$ cat src/rtl/tetris_pkg.sv
// Shared Tetris piece definitions: type encoding, rotation-0 shapes, LFSR taps
// and the clockwise rotate used by the spawner.
package tetris_pkg;

    localparam logic [2:0] TYPE_I = 3'd0;
    localparam logic [2:0] TYPE_O = 3'd1;
    localparam logic [2:0] TYPE_T = 3'd2;
    localparam logic [2:0] TYPE_S = 3'd3;
    localparam logic [2:0] TYPE_Z = 3'd4;
    localparam logic [2:0] TYPE_J = 3'd5;
    localparam logic [2:0] TYPE_L = 3'd6;

    // Feedback taps for x^16+x^14+x^13+x^11+1, register shifting toward bit 15.
    localparam logic [15:0] LFSR_TAPS = 16'hB400;

    typedef enum logic [1:0] {
        S_IDLE   = 2'd0,
        S_ACTIVE = 2'd1,
        S_HALT   = 2'd2
    } spawner_state_t;

    // Masks are indexed by cell number (4*row + col), so literal MSB is cell 0.
    function automatic logic [0:15] shape_mask(input logic [2:0] t);
        logic [0:15] m;
        case (t)
            TYPE_I:  m = 16'b0000_1111_0000_0000;
            TYPE_O:  m = 16'b0000_0110_0110_0000;
            TYPE_T:  m = 16'b0100_1110_0000_0000;
            TYPE_S:  m = 16'b0110_1100_0000_0000;
            TYPE_Z:  m = 16'b1100_0110_0000_0000;
            TYPE_J:  m = 16'b1000_1110_0000_0000;
            TYPE_L:  m = 16'b0010_1110_0000_0000;
            default: m = '0;
        endcase
        return m;
    endfunction

    function automatic logic [2:0] rand_type(input logic [2:0] low_bits);
        return (low_bits == 3'd7) ? TYPE_I : low_bits;
    endfunction

    // Clockwise quarter turn: new(r,c) = old(3-c, r).
    function automatic logic [0:15] rotate_cw(input logic [0:15] m);
        logic [0:15] r_m;
        r_m = '0;
        for (int r = 0; r < 4; r++)
            for (int c = 0; c < 4; c++)
                r_m[4*r + c] = m[4*(3-c) + r];
        return r_m;
    endfunction

endpackage

$ cat src/rtl/lfsr16.sv
// 16-bit Fibonacci LFSR; advances one step per enabled clock, reloads SEED on reset.
module lfsr16 import tetris_pkg::*; #(
    parameter logic [15:0] SEED = 16'hACE1
) (
    input  logic        clk,
    input  logic        rst_n,
    input  logic        enable,
    output logic [15:0] value
);

    logic fb;
    assign fb = ^(value & LFSR_TAPS);

    always_ff @(posedge clk or negedge rst_n) begin
        if (!rst_n)
            value <= SEED;
        else if (enable)
            value <= {value[14:0], fb};
    end

endmodule

$ cat src/rtl/piece_spawner.sv
// Spawns falling pieces with a one-deep preview, rotates the active piece and
// freezes everything once game_over is seen.
module piece_spawner import tetris_pkg::*; #(
    parameter int          SPAWN_X   = 3,
    parameter int          SPAWN_Y   = 20,
    parameter logic [15:0] LFSR_SEED = 16'hACE1
) (
    input  logic        clk,
    input  logic        rst_n,
    input  logic        spawn_req,
    input  logic        rotate_req,
    input  logic        game_over,
    output logic [0:15] float,
    output logic [3:0]  pos_x,
    output logic [4:0]  pos_y,
    output logic [2:0]  cur_type,
    output logic [2:0]  next_type,
    output logic        piece_valid,
    output logic        spawn_done
);

    spawner_state_t state_q, state_d;
    logic [0:15]    float_d;
    logic [3:0]     pos_x_d;
    logic [4:0]     pos_y_d;
    logic [2:0]     cur_d, next_d;
    logic           valid_d, done_d;
    logic [1:0]     rot_q, rot_d;
    logic [15:0]    lfsr_val;
    logic           unused_lfsr_hi;

    lfsr16 #(.SEED(LFSR_SEED)) u_lfsr (
        .clk    (clk),
        .rst_n  (rst_n),
        .enable (state_q != S_HALT),
        .value  (lfsr_val)
    );

    assign unused_lfsr_hi = ^lfsr_val[15:3];

    always_ff @(posedge clk or negedge rst_n) begin
        if (!rst_n) begin
            state_q     <= S_IDLE;
            float       <= '0;
            pos_x       <= '0;
            pos_y       <= '0;
            cur_type    <= TYPE_I;
            next_type   <= rand_type(LFSR_SEED[2:0]);
            piece_valid <= 1'b0;
            spawn_done  <= 1'b0;
            rot_q       <= '0;
        end else begin
            state_q     <= state_d;
            float       <= float_d;
            pos_x       <= pos_x_d;
            pos_y       <= pos_y_d;
            cur_type    <= cur_d;
            next_type   <= next_d;
            piece_valid <= valid_d;
            spawn_done  <= done_d;
            rot_q       <= rot_d;
        end
    end

    // game_over beats spawn, spawn beats rotate; HALT holds everything.
    always_comb begin
        state_d = state_q;
        float_d = float;
        pos_x_d = pos_x;
        pos_y_d = pos_y;
        cur_d   = cur_type;
        next_d  = next_type;
        valid_d = piece_valid;
        done_d  = 1'b0;
        rot_d   = rot_q;
        if (state_q != S_HALT) begin
            if (game_over) begin
                state_d = S_HALT;
            end else if (spawn_req) begin
                state_d = S_ACTIVE;
                cur_d   = next_type;
                next_d  = rand_type(lfsr_val[2:0]);
                float_d = shape_mask(next_type);
                pos_x_d = 4'(SPAWN_X);
                pos_y_d = 5'(SPAWN_Y);
                rot_d   = '0;
                valid_d = 1'b1;
                done_d  = 1'b1;
            end else if (rotate_req && state_q == S_ACTIVE) begin
                float_d = rotate_cw(float);
                rot_d   = rot_q + 2'd1;
            end
        end
    end

endmodule

$ cat config.mk
export PLATFORM = sky130hd
export DESIGN_NAME = piece_spawner
export DESIGN_NICKNAME = d
export VERILOG_FILES = /design/src/rtl/tetris_pkg.sv /design/src/rtl/lfsr16.sv /design/src/rtl/piece_spawner.sv
export SDC_FILE = /design/constraint.sdc
export NUM_CORES = 1
export LEC_CHECK = 0
export ABC_AREA = 1
export BUFFER_PORTS_ARGS = -buffer_cell sky130_fd_sc_hd__buf_2
export CAP_MARGIN = 20
export CORE_MARGIN = 2
export CORE_UTILIZATION = 45
export CTS_BUF_LIST = sky130_fd_sc_hd__clkbuf_4 sky130_fd_sc_hd__clkbuf_8 sky130_fd_sc_hd__clkbuf_16
export DETAILED_ROUTE_END_ITERATION = 16
export PLACE_DENSITY = 0.7
export SETUP_SLACK_MARGIN = 0.15
export SLEW_MARGIN = 20
export SYNTH_ARGS = -nofsm -noshare
export SYNTH_HDL_FRONTEND = slang
export SYNTH_SLANG_ARGS = --single-unit
$ cat constraint.sdc
create_clock -name clk -period 1 [get_ports clk]
set_input_delay 0.1 -clock clk [delete_from_list [all_inputs] [get_ports clk]]
set_output_delay 0.1 -clock clk [all_outputs]
set_load 0.01 [all_outputs]
==> impl_results.md <==
* Largest net degree at the start of global routing at 21
* Final min period at 1.19 ns
* Drt drc at 0
* Initial antenna violation count at 0
* CP dominant cell by count: nand2_1
* XOR/XNOR Fraction of Synth Area at 1.83%
* Yosys reg bits at 42
* Hold depth at 4
* Mux cell area share after synthesis at 0%
* Initial core utilization at 47.1%
* Synth Area in Simple Gates at 16.7%
* Leak at 1.39 nW
* Logic pwr share at 3.9%
* Global-route wire length before repair at 6680 um
* Io pins at 38
* Root buffer cell: clkbuf_8
* Total power at 2.99 mW
* Antenna cells at 0
* H-tree levels at 2
* Num rows at 23
* Placed instance area at 2160 um^2
* Psw at 0.632 mW
* Failing checks: setup timing
* Largest family of logic cells by synthesized area: simple AND/OR/NAND/NOR gates
* Multi-input logic area at 810 um^2
* Final Non-Filler Cells at 342
* Setup_tns at -3.52 ns
* Detailed Route WL at 4470 um
* Req. time, crit path at 1.24 ns
* Synth-to-Final Area Change at 46.1%
* Fillers at 289
* Final critical-path setup slack at -0.187 ns
* Share of total power in sequential cells at 56.9%
* Clk pwr share at 39.2%
* Mapped cell area at 1910 um^2
* Post-placement cell count at 303
* Crit end category: flop
* Post-synthesis compound-gate area fraction at 12.7%
* Crit-path cells: nor2_2 -> nand2_4 -> buf_6 -> a21oi_2 -> nand2_1 -> nand2_1
* Final ANT Viol Nets at 0
* Final Setup Violations at 37
* Via density at 4.84
* Ys async rst share at 100%
* Gr busiest metal: met2
* CTS tree: yes
* Clk sinks at 42
* WP data arrival at 1.42 ns
* Sw frac at 21.1%
* First-pass iteration count of the detailed router at 4
* CTS max path bufs at 2
* Max Cap Viol at 0
* Met1 GRT Util at 21.4%
* Met2 GRT Util at 29.2%
* Final Max Slew Viols at 0
* Avg Cell Area, Syn at 8.69 um^2
* Ys Warns at 0
* CTS Buf Count at 5
* Ys flop type: dfrtp_1
* Outcome: finished, violations left
* Hold WC Path Type: in -> reg
* Max Fclk at 842 MHz
* Register Area at 1060 um^2
* Unique masters post-synth at 21
* Die width at 69.2 um
* Die area at 4790 um^2
* M3 GR Usage at 4.80%
* Worst path max stage delay at 0.44 ns
* Port-buffer cells at 32
* EDFF count, synth at 0
* Layout cells sized above 1 at 47.3%
* P_int at 2.36 mW
* Pwr per Cell Area at 1070 nW/um^2
* Number of cells on the worst reg-to-reg path at 6
* DR vias at 1656
* Post-Syn Instances at 220
* Largest fanout on the critical path at 6
* Final design utilization at 68.9%
* GPL Wtd Cong at 0.822
* Gr ovfl total at 0
* Synth Area in Adders at 0%
* Wirelength per Cell at 13.1 um
* Final hold viol count at 0
* Tot GR Track Use at 17.4%
* Clock latency on the worst-skew pair at 0.29 ns
* Post-DP HPWL at 2670 um
* Sequential area share after synthesis at 55.6%
* Worst clock skew at 0.0113 ns
* Most common cell after layout, fill and taps aside: nand2_1
* Peak supply drop at 0.787 mV
* RSZ-0062 raised after global routing: true
* Crit share post-route at 119%
* Final nets at 296
* Commonest cells after routing, fill and taps aside: nand2_1, dfrtp_1, buf_2
* Vias in the first global route at 1456
* Crit path launch type: flop
* Initial drt markers at 203
* Core region area at 4060 um^2
* Crit Path Class: reg -> reg
* Die Span Y at 69.2 um
* Slowest cell on the critical path: dfrtp_1
* Post-route cell area at 2790 um^2
* CTS clk-pin slew, worst paths at 0.08 ns
[power by group through the flow]
stage / clock, mW / combinational (mW) / sequential (mW)
detailed placement: 0 / 0.107 / 1.73
global placement: 0 / 0.106 / 1.73
finish: 1.17 / 0.118 / 1.70
CTS: 1.20 / 0.112 / 1.70
global route: 1.30 / 0.133 / 1.70
floorplan: 0 / 0.0456 / 1.73
[metal layers]
metal  wire (um)  part of all wire, %  vias up
met3         191                  4.3        9
met4         103                  2.3        0
met2        2240                   50       40
met1        1940                   43      782
li1            -                    -      825
met5           0                    0        -
[through the flow]
stage	hold WS, ns	worst slack, ns
CTS	0.242	-0.129
global placement	0.0482	-0.129
finish	0.251	-0.187
floorplan	-0.196	-0.0337
global route	0.261	-0.256
detailed placement	0.0502	-0.181
[final timing paths]
kind,from,endpoint,slack [ns]
max,state_q[1],float[4],-0.19
max reg2reg,state_q[1],float[4],-0.19
min reg2reg,u_lfsr.value[11],u_lfsr.value[11],0.47
max in group asynchronous,rst_n,u_lfsr.value[10],0.22
min in group asynchronous,rst_n,cur_type[1],0.26
min,spawn_req,float[13],0.25
[synthesized netlist by cell type, types with 4 or more instances]
cell,number,share of area (%)
nand2_1,57,11
dfrtp_1,33,43
o21ai_0,31,8.1
inv_1,27,5.3
buf_4,11,4.3
nand3_1,11,2.9
dfstp_2,9,12
o21ai_1,7,1.8
nor2_1,5,0.98
a21oi_1,4,1.0
buf_2,4,1.0
o22ai_1,4,1.3
[flip-flops by register name (all words and copies together) (netlist names)]
signal,cells
next_type,3
state_q,2
spawn_done,1
cur_type,3
float,16
piece_valid,1
u_lfsr.value,16
[layout make-up]
cell class	count	area share, %
inverter	30	4.66
clock buffer	8	3.49
tap	50	2.24
timing repair buffer	76	22.6
sequential	42	38.1
multi-input combinational	136	29.0
[critical path, delay by kind of cell, from the launching register on]
kind	cells	cell delay, ns
AO/OA/AOI/OAI	1	0.12
buffers and inverters	1	0.14
AND/OR/NAND/NOR	4	0.41
flip-flops	1	0.44
[kinds of logic after synthesis]
logic type / Yosys count
compound gates: 47
xor+xnor: 4
buf+inv: 48
flops: 42
other cells: 1
simple gates: 78
[repair_timing]
item	in CTS	in global routing
gates resized for setup	31	38
hold buffers	1	0
endpoints found under the hold margin	12	0
pin swaps	2	6
gates cloned	1	3
buffers inserted	15	11
endpoints found under the setup margin	70	70
No activity file was read; power rests on OpenSTA's default activity.
